[config.mk]
export PLATFORM = sky130hd
export DESIGN_NAME = spi_slave_frame_rx
export DESIGN_NICKNAME = d
export VERILOG_FILES = /design/src/rtl/spi_slave_frame_rx.sv
export SDC_FILE = /design/constraint.sdc
export NUM_CORES = 1
export LEC_CHECK = 0
export BUFFER_PORTS_ARGS = -buffer_cell sky130_fd_sc_hd__buf_2
export CAP_MARGIN = 40
export CELL_PAD_IN_SITES_DETAIL_PLACEMENT = 1
export CELL_PAD_IN_SITES_GLOBAL_PLACEMENT = 1
export CORE_ASPECT_RATIO = 0.7
export CORE_MARGIN = 5
export CORE_UTILIZATION = 42
export CTS_BUF_LIST = sky130_fd_sc_hd__clkbuf_2
export DETAILED_ROUTE_END_ITERATION = 7
export GPL_TIMING_DRIVEN = 0
export PLACE_DENSITY = 0.77
export SYNTH_ARGS = -nofsm -noshare
export SYNTH_HDL_FRONTEND = slang
export SYNTH_SLANG_ARGS = --single-unit
[constraint.sdc]
create_clock -name SPI_clk_x -period 1.6 [get_ports SPI_clk_x]
set_input_delay 0.16 -clock SPI_clk_x [delete_from_list [all_inputs] [get_ports SPI_clk_x]]
set_output_delay 0.16 -clock SPI_clk_x [all_outputs]
set_load 0.005 [all_outputs]
[src/rtl/spi_slave_frame_rx.sv]
// SPI mode-0 slave receiver: deserialises MOSI into FRAME_BYTES-byte frames (MSB first)
// while shifting a parallel reply word out on MISO; completed bytes/frames are flagged by toggles.
module spi_slave_frame_rx #(
    parameter  int FRAME_BYTES = 2,
    localparam int W           = 8 * FRAME_BYTES
) (
    input  logic         SPI_clk_x,
    input  logic         HRESETn,
    input  logic         spi_ss_n_i,
    input  logic         spi_mosi_i,
    output logic         spi_miso_o,
    input  logic [W-1:0] tx_word_i,
    output logic [W-1:0] frame_data_o,
    output logic         frame_toggle_o,
    output logic [7:0]   byte_o,
    output logic         byte_toggle_o,
    output logic [7:0]   frame_count_o,
    output logic         in_frame_o
);

    // Frame-position state is cleared by reset and also whenever the slave is deselected.
    logic frame_rst_n;
    assign frame_rst_n = HRESETn & ~spi_ss_n_i;

    logic [2:0]   bit_cnt_q,  bit_cnt_d;
    logic [1:0]   byte_cnt_q, byte_cnt_d;
    logic [W-1:0] tx_shift_q, tx_shift_d;
    logic         miso_q,     miso_d;

    logic [W-1:0] rx_shift_q, rx_shift_d;
    logic [W-1:0] frame_q,    frame_d;
    logic         frame_tgl_q, frame_tgl_d;
    logic [7:0]   byte_q,     byte_d;
    logic         byte_tgl_q, byte_tgl_d;
    logic [7:0]   count_q,    count_d;

    logic selected;
    logic frame_start;
    logic byte_wrap;
    logic last_byte;
    logic frame_done;

    always_comb begin
        selected    = ~spi_ss_n_i;
        frame_start = (bit_cnt_q == 3'd0) && (byte_cnt_q == 2'd0);
        byte_wrap   = (bit_cnt_q == 3'd7);
        last_byte   = (byte_cnt_q == 2'(FRAME_BYTES - 1));
        frame_done  = byte_wrap && last_byte;

        bit_cnt_d  = bit_cnt_q + 3'd1;
        byte_cnt_d = byte_cnt_q;
        if (byte_wrap) begin
            byte_cnt_d = last_byte ? 2'd0 : byte_cnt_q + 2'd1;
        end

        // The reply word is captured on the first rising edge; its MSB already went out combinationally.
        tx_shift_d = frame_start ? (tx_word_i << 1) : (tx_shift_q << 1);
        miso_d     = tx_shift_q[W-1];

        rx_shift_d  = rx_shift_q;
        byte_d      = byte_q;
        byte_tgl_d  = byte_tgl_q;
        frame_d     = frame_q;
        frame_tgl_d = frame_tgl_q;
        count_d     = count_q;
        if (selected) begin
            rx_shift_d = {rx_shift_q[W-2:0], spi_mosi_i};
            if (byte_wrap) begin
                byte_d     = rx_shift_d[7:0];
                byte_tgl_d = ~byte_tgl_q;
            end
            if (frame_done) begin
                frame_d     = rx_shift_d;
                frame_tgl_d = ~frame_tgl_q;
                count_d     = count_q + 8'd1;
            end
        end
    end

    always_ff @(posedge SPI_clk_x or negedge frame_rst_n) begin
        if (!frame_rst_n) begin
            bit_cnt_q  <= '0;
            byte_cnt_q <= '0;
            tx_shift_q <= '0;
        end else begin
            bit_cnt_q  <= bit_cnt_d;
            byte_cnt_q <= byte_cnt_d;
            tx_shift_q <= tx_shift_d;
        end
    end

    // MISO changes on the falling edge so the master sees a full half-period of setup.
    always_ff @(negedge SPI_clk_x or negedge frame_rst_n) begin
        if (!frame_rst_n) begin
            miso_q <= 1'b0;
        end else begin
            miso_q <= miso_d;
        end
    end

    always_ff @(posedge SPI_clk_x or negedge HRESETn) begin
        if (!HRESETn) begin
            rx_shift_q  <= '0;
            frame_q     <= '0;
            frame_tgl_q <= 1'b0;
            byte_q      <= '0;
            byte_tgl_q  <= 1'b0;
            count_q     <= '0;
        end else begin
            rx_shift_q  <= rx_shift_d;
            frame_q     <= frame_d;
            frame_tgl_q <= frame_tgl_d;
            byte_q      <= byte_d;
            byte_tgl_q  <= byte_tgl_d;
            count_q     <= count_d;
        end
    end

    always_comb begin
        if (spi_ss_n_i) begin
            spi_miso_o = 1'b0;
        end else if (frame_start) begin
            spi_miso_o = tx_word_i[W-1];
        end else begin
            spi_miso_o = miso_q;
        end
    end

    assign frame_data_o   = frame_q;
    assign frame_toggle_o = frame_tgl_q;
    assign byte_o         = byte_q;
    assign byte_toggle_o  = byte_tgl_q;
    assign frame_count_o  = count_q;
    assign in_frame_o     = ~frame_start;

endmodule

==> results of run 1 <==
final timing paths:
check / end / slack [ps] / depth (start not counted)
setup / recovery: spi_miso_o / -650 / 3
hold / removal: frame_data_o[2]$_DFFE_PN0P_ / 210 / 2
setup reg to reg: frame_data_o[13]$_DFFE_PN0P_ / -290 / 8
hold reg to reg: byte_toggle_o$_DFFE_PN0P_ / 480 / 1
max in group asynchronous: tx_shift_q[5]$_DFF_PN0_ / 700 / 5
min in group SPI_clk_x: rx_shift_q[6]$_DFFE_PN0N_ / 260 / 3
cells in the final DEF (no fill, tap or decap), types with 4 or more instances in the layout:
| cell type | instances |
|---|---|
| sky130_fd_sc_hd__buf_6 | 11 |
| sky130_fd_sc_hd__mux2_4 | 32 |
| sky130_fd_sc_hd__buf_8 | 5 |
| sky130_fd_sc_hd__buf_4 | 7 |
| sky130_fd_sc_hd__buf_12 | 5 |
| sky130_fd_sc_hd__xnor2_2 | 4 |
| sky130_fd_sc_hd__clkbuf_2 | 12 |
| sky130_fd_sc_hd__mux2_2 | 22 |
| sky130_fd_sc_hd__buf_2 | 54 |
| sky130_fd_sc_hd__dlygate4sd3_1 | 25 |
| sky130_fd_sc_hd__dfrtp_1 | 69 |
layer usage:
| layer | wire length (µm) | share of wire [%] | up-vias |
|---|---|---|---|
| li1 | - | - | 802 |
| met1 | 3670 | 44 | 952 |
| met2 | 4420 | 53 | 40 |
| met3 | 222 | 2.6 | 9 |
| met4 | 87 | 1.0 | 0 |
| met5 | 0 | 0 | - |
power groups by stage:
stage                     sequential [mW]  combinational (mW)  clock [mW]
after global placement               2.38               0.663           0
after CTS                            2.38               0.899        1.16
final                                2.43               0.968        1.18
after floorplan                      2.36               0.348           0
after global routing                 2.47                1.04        1.29
after detailed placement             2.40               0.695           0
state kept, by name (all words and copies together), names as in the netlist, 2 cells and up:
| name | flops |
|---|---|
| frame_count_o | 8 |
| tx_shift_q | 15 |
| byte_cnt_q | 2 |
| bit_cnt_q | 3 |
| rx_shift_q | 15 |
| frame_data_o | 16 |
| byte_o | 8 |
stage by stage:
stage | instances | setup slack (ps) | utilization, %
global route | 361 | -758 | 65.0
floorplan | 165 | 0.603 | -
detailed placement | 298 | -468 | 49.9
global placement | 297 | -818 | 49.6
CTS | 354 | -524 | 61.9
finish | 361 | -651 | 65.0
worst register-to-register path, cell delays in order (launching register included):
cell and delay [ps]:
sky130_fd_sc_hd__dfrtp_1 410, sky130_fd_sc_hd__buf_4 140, sky130_fd_sc_hd__ha_4 140, sky130_fd_sc_hd__ha_4 140, sky130_fd_sc_hd__nor4bb_4 230, sky130_fd_sc_hd__buf_6 200
sky130_fd_sc_hd__buf_12 130, sky130_fd_sc_hd__buf_16 120, sky130_fd_sc_hd__mux2_4 290
kinds of logic after synthesis:
group | Yosys count | share of synthesized area (%)
flip-flops | 70 | 64.5
multiplexers | 55 | 22.7
AND/OR/NAND/NOR | 15 | 4.60
XOR/XNOR | 10 | 3.22
buffers and inverters | 10 | 2.85
adder cells (fa/ha/maj) | 4 | 1.84
AO/OA/AOI/OAI | 1 | 0.276
cell type report:
class	count	area share, %
inverter	3	0.277
sequential	70	43.2
buffer	7	2.07
multi-input combinational	85	28.1
timing repair buffer	102	20.8
clock buffer	12	1.48
tap	78	2.40
clock inverter	4	1.76
timing repair:
action | in CTS | in global routing
endpoints found under the hold margin | 73 | 0
cloned | 3 | 0
setup buffers | 11 | 10
setup endpoints to repair | 41 | 49
resized for setup | 55 | 22
pin swaps | 4 | 6
hold buffers | 26 | 0
==> run_results.csv, run 1 <==
group,metric,value,unit
grt,grt_util_met1,24.5,%
grt,groute.layer.met3.usage,5.70,%
power_and_ir_drop,vdd.ir_drop.worst,0.000593,V
critical_path,crit-reg2reg-launch,"bit_cnt_q[1]$_DFF_PN0_",
power_and_ir_drop,leakage,1.98,nW
power_and_ir_drop,clockPowerShare,25.8,%
placement,detailedPlacementHpwl,3670,µm
grt,grt_use_total,20.5,%
power_and_ir_drop,power.net_switching,1.28,mW
job,cap_viol_max_count,0,
drt,drt-wirelength-per-cell,23.3,µm
cells_and_area,multi_input_combinational_cell_area,1140,µm²
power_and_ir_drop,finalPower,4.57,mW
timing,unrepaired_setup_endpoints_after_global_routing,"true",
hold_path,hold_path.class,"input port to async pin",
power_and_ir_drop,internal-power,3.29,mW
drt,routed_wirelength,8410,µm
drt,detail_route.vias_per_cell,4.99,
power_and_ir_drop,seqPwrFrac,53.1,%
critical_path,worst_setup_path_end_kind,"primary output",
grt,grt-ovfl-total,0,
floorplan,placement_rows,24,
critical_path,worst_setup_path_startpoint,"miso_q$_DFF_NN0_",
floorplan,fp.coreArea,6250,µm²
synth,synth_async_sr_flop_share,100,%
run_status,outcome,"finished with violations",
drt,final_antenna_net_count,0,
drt,drtIter0Drc,92,
synth,yosys.cell_types.count,23,
cells_and_area,drive_gt1_share,61.1,%
synth,yosys_register_bits,70,
critical_path,critical_path_max_stage_delay,470,ps
clock_tree,clk_pin_slew,210,ps
critical_path,setup.worst_path.class,"register to primary output",
timing,worst_slack,-651,ps
grt,grt_util_met2,36.2,%
critical_path,critical_path_buf_inv_count,1,
placement,buffer_ports.inserted,54,
synth,synth_top_area_share,63.5,%
synth,synth_enable_flop_cells,0,
critical_path,critical_path.cell_chain,"mux2i_2, nor2_1, buf_2",
grt,grt_busiest_layer,"met2",
placement,gp_congestion,0.691,
synth,synth_nets,189,
synth,yosys-top-cells-count,"sky130_fd_sc_hd__dfrtp_1, sky130_fd_sc_hd__mux2_2, sky130_fd_sc_hd__xnor2_1",
critical_path,crit_slowest_cell,"sky130_fd_sc_hd__dfrtn_1",
power_and_ir_drop,power.share.switching,28.1,%
timing,final_max_slew_viol_count,0,
clock_tree,clkLatencyLatePin,490,ps
drt,drtPass1Iterations,6,
synth,netlist_area,2720,µm²
drt,drcViolationCount,0,
timing,worstMarginPinSlew,569,ps
critical_path,startpoint_type,"register",
clock_tree,cts_tree,"built",
clock_tree,cts_buffer_depth,2,
critical_path,cp_data_arrival_time,2090,ps
clock_tree,clock_sink_count,70,
cells_and_area,regArea,1750,µm²
timing,final.setup_skew,68.5,ps
cells_and_area,layout-area-overhead-vs-synth,49.4,%
synth,synth_top_area_cell,"sky130_fd_sc_hd__dfrtp_1",
cells_and_area,stdcell_area,4060,µm²
grt,grt_pass1_vias,2055,
synth,syn-mean-instance-area,16.5,µm²
timing,final_hold_viol_count,0,
drt,detailroute.via_count,1803,
cells_and_area,num_antenna_cells,0,
grt,antenna_found_initial,0,
timing,totalNegativeSetupSlack,-6710,ps
timing,timing.max_slew.rel_slack,62.0,%
synth,yosysMostFrequentCell,"sky130_fd_sc_hd__dfrtp_1",
run_status,failed_checks,"negative setup slack",
clock_tree,cts-buffers-inserted,9,
synth,yosys_warnings,0,
critical_path,cp_max_fo,1,
cells_and_area,fillers,602,
critical_path,cell_class_contributing_the_biggest_share_of_worst_path_delay,"flip-flops",
power_and_ir_drop,power_per_cell_area,1130,nW/µm²
grt,grt_start_max_net_pins,38,
floorplan,dieHeight,77.3,µm
placement,post_dp_cell_area,3120,µm²
synth,synthFlopType,"sky130_fd_sc_hd__dfrtp_1",
cells_and_area,design.final.nets,302,
critical_path,worst-endpoint-required,1440,ps
synth,seq_area_frac_synth,64.5,%
clock_tree,root_buffer_master,"sky130_fd_sc_hd__clkbuf_2",
clock_tree,h-tree-depth,3,
synth,post_synth_inst_count,165,
power_and_ir_drop,power_frac_comb,21.2,%
floorplan,pin_count,56,
grt,grt_first_pass_wirelength,12400,µm
timing,holdWs,215,ps
floorplan,fp.dieW,106,µm
timing,setup-violations-final,42,
floorplan,initial_core_util,43.5,%
synth,netlist_top_cells_area,"sky130_fd_sc_hd__dfrtp_1, sky130_fd_sc_hd__mux2_2, sky130_fd_sc_hd__xnor2_1, sky130_fd_sc_hd__buf_6, sky130_fd_sc_hd__ha_1",
floorplan,fp.dieArea,8210,µm²
No activity file was read; power rests on OpenSTA's default activity.
==> run 2, diff against run 1 <==
SKIP_CTS_REPAIR_TIMING = 1   (was default)
==> run 2 against run 1 <==
Against the previous run:
- the flow still finishes with violations (negative setup slack)
- setup slack better by 110 ps
- die area unchanged
- first-iteration DRC count down 53%
- routed wire length down 12%
- clock skew up 2.0 ps
- combinational power down 17%
- final cell count down 0.55%
- worst hold slack worse by 12 ps
- critical path depth up 4
- utilization down 3.6 points
- largest power group unchanged
==> run_results.csv, run 2 (synthesis gave the netlist of run 1 again) <==
group,metric,value,unit
cells_and_area,num_antenna_cells,0,
placement,dp_slack,-468,ps
cells_and_area,design.final.nets,300,
timing,totalNegativeSetupSlack,-7540,ps
critical_path,worst-endpoint-required,1440,ps
timing,timing.max_slew.rel_slack,63.2,%
critical_path,startpoint_type,"register",
timing,finalCritPeriodShare,134,%
cells_and_area,regArea,1750,µm²
drt,detail_route.vias_per_cell,4.93,
drt,final_antenna_net_count,0,
power_and_ir_drop,power_per_cell_area,1130,nW/µm²
cells_and_area,commonest_non_fill_non_tap_cell_in_the_layout,"sky130_fd_sc_hd__dfrtp_1",
drt,routed_wirelength,7420,µm
grt,grt_first_pass_wirelength,8870,µm
power_and_ir_drop,power.net_switching,1.17,mW
clock_tree,cts-buffers-inserted,9,
grt,antenna_found_initial,0,
cells_and_area,largest_reg_flops,16,
floorplan,placement_rows,24,
critical_path,cp_data_arrival_time,1990,ps
power_and_ir_drop,internal-power,3.17,mW
floorplan,fp.dieArea,8210,µm²
run_status,failed_checks,"negative setup slack",
grt,grt-ovfl-total,0,
critical_path,critical_path.cell_chain,"inv_2, ha_4, nor4b_4, buf_6, mux2i_2, nor2_1, buf_2",
cells_and_area,multi_input_combinational_cell_area,980,µm²
drt,drtPass1Iterations,4,
grt,grt_pass1_vias,1752,
floorplan,initial_core_util,43.5,%
grt,grt_start_max_net_pins,39,
timing,fmaxAchievable,466,MHz
cells_and_area,fillers,614,
clock_tree,cts_buffer_depth,2,
clock_tree,root_buffer_master,"sky130_fd_sc_hd__clkbuf_2",
timing,unrepaired_setup_endpoints_after_global_routing,"true",
floorplan,pin_count,56,
critical_path,setup.worst_path.class,"register to primary output",
clock_tree,clkLatencyLatePin,510,ps
timing,worstMarginPinSlew,551,ps
critical_path,cell_class_contributing_the_biggest_share_of_worst_path_delay,"flip-flops",
power_and_ir_drop,leakage,1.83,nW
timing,setup-violations-final,34,
cells_and_area,drive_gt1_share,58.0,%
cells_and_area,highest_count_cells_in_the_layout_ignoring_fill_and_taps,"sky130_fd_sc_hd__dfrtp_1, sky130_fd_sc_hd__buf_2, sky130_fd_sc_hd__mux2_2",
timing,final_hold_viol_count,0,
critical_path,critical_path_max_stage_delay,440,ps
power_and_ir_drop,clockPowerShare,26.8,%
power_and_ir_drop,power.share.switching,27.0,%
floorplan,fp.dieW,106,µm
floorplan,dieHeight,77.3,µm
drt,drtIter0Drc,43,
timing,final_max_slew_viol_count,0,
drt,drcViolationCount,0,
power_and_ir_drop,vdd.ir_drop.worst,0.000599,V
power_and_ir_drop,seqPwrFrac,54.6,%
timing,worst_slack,-546,ps
floorplan,fp.coreArea,6250,µm²
clock_tree,cts_tree,"built",
clock_tree,h-tree-depth,3,
placement,gp_congestion,0.691,
critical_path,worst_setup_path_end_kind,"primary output",
critical_path,cp_max_fo,4,
power_and_ir_drop,power_frac_comb,18.6,%
clock_tree,clock_sink_count,70,
critical_path,crit_slowest_cell,"sky130_fd_sc_hd__dfrtp_1",
power_and_ir_drop,finalPower,4.34,mW
cells_and_area,layout-area-overhead-vs-synth,41.0,%
drt,drt-wirelength-per-cell,20.7,µm
placement,detailedPlacementHpwl,3670,µm
drt,detailroute.via_count,1769,
hold_path,hold_path.class,"input port to register",
clock_tree,clk_pin_slew,200,ps
timing,final.setup_skew,70.5,ps
job,cap_viol_max_count,0,
run_status,outcome,"finished with violations",
timing,final.min_clock_period,2150,ps
placement,buffer_ports.inserted,54,
critical_path,critical_path_buf_inv_count,3,
grt,grt_use_total,14.2,%
run 2: changes by cell type in the layout (fill, tap and decap cells not counted), sizes merged:
cell / previous run / this run
buf: 84 / 79
clkbuf: 12 / 15
run 2: worst reg2reg max path, delay by kind of cell (launching register included):
| family | cells | cell delay [ps] |
|---|---|---|
| buffers and inverters | 3 | 490 |
| flip-flops | 1 | 420 |
| adder cells (fa/ha/maj) | 2 | 340 |
| multiplexers | 1 | 330 |
| AND/OR/NAND/NOR | 1 | 240 |
run 2: layout make-up:
cell class                      instances  share of cell area [%]
Sequential cell                        70                    45.7
Multi-Input combinational cell         85                    25.6
Timing Repair Buffer                  100                    20.2
Tap cell                               78                    2.55
Buffer                                  7                    2.22
Clock inverter                          4                    1.86
Clock buffer                           12                    1.57
Inverter                                3                   0.294
run 2: worst paths after layout:
check,slack (ps),end,cells after the start,start
worst min register to register,480,byte_toggle_o$_DFFE_PN0P_,1,byte_toggle_o$_DFFE_PN0P_
worst max-delay path,-550,spi_miso_o,7,bit_cnt_q[0]$_DFF_PN0_
max in group asynchronous,430,bit_cnt_q[1]$_DFF_PN0_,6,HRESETn
min in group asynchronous,540,miso_q$_DFF_NN0_,3,spi_ss_n_i
worst min-delay path,200,byte_o[4]$_DFFE_PN0P_,4,spi_ss_n_i
worst max register to register,-290,frame_data_o[6]$_DFFE_PN0P_,7,bit_cnt_q[0]$_DFF_PN0_
run 2: per-stage QoR:
step	hold WS, ps	area (µm²)	cells	utilization, %
after global placement	382	3100	297	49.6
final	203	3830	359	61.4
after CTS	-507	3250	314	52.0
after global routing	146	3830	359	61.4
after floorplan	-136	2730	165	-
after detailed placement	69.2	3120	298	49.9
run 2: layer usage:
metal  track usage (%)  up-vias  wire, µm
li1                  -      804         -
met1              17.0      923      3160
met2              23.0       34      3910
met3              5.03        8       241
met4              6.60        0       103
met5                 0        -         0
run 2: power by group through the flow:
stage | registers, mW | logic, mW | clock network [mW]
3_5_place_dp | 2.40 | 0.695 | 0
3_3_place_gp | 2.38 | 0.663 | 0
6_report | 2.37 | 0.807 | 1.16
4_1_cts | 2.36 | 0.700 | 1.16
5_1_grt | 2.43 | 0.885 | 1.27
2_1_floorplan | 2.36 | 0.348 | 0
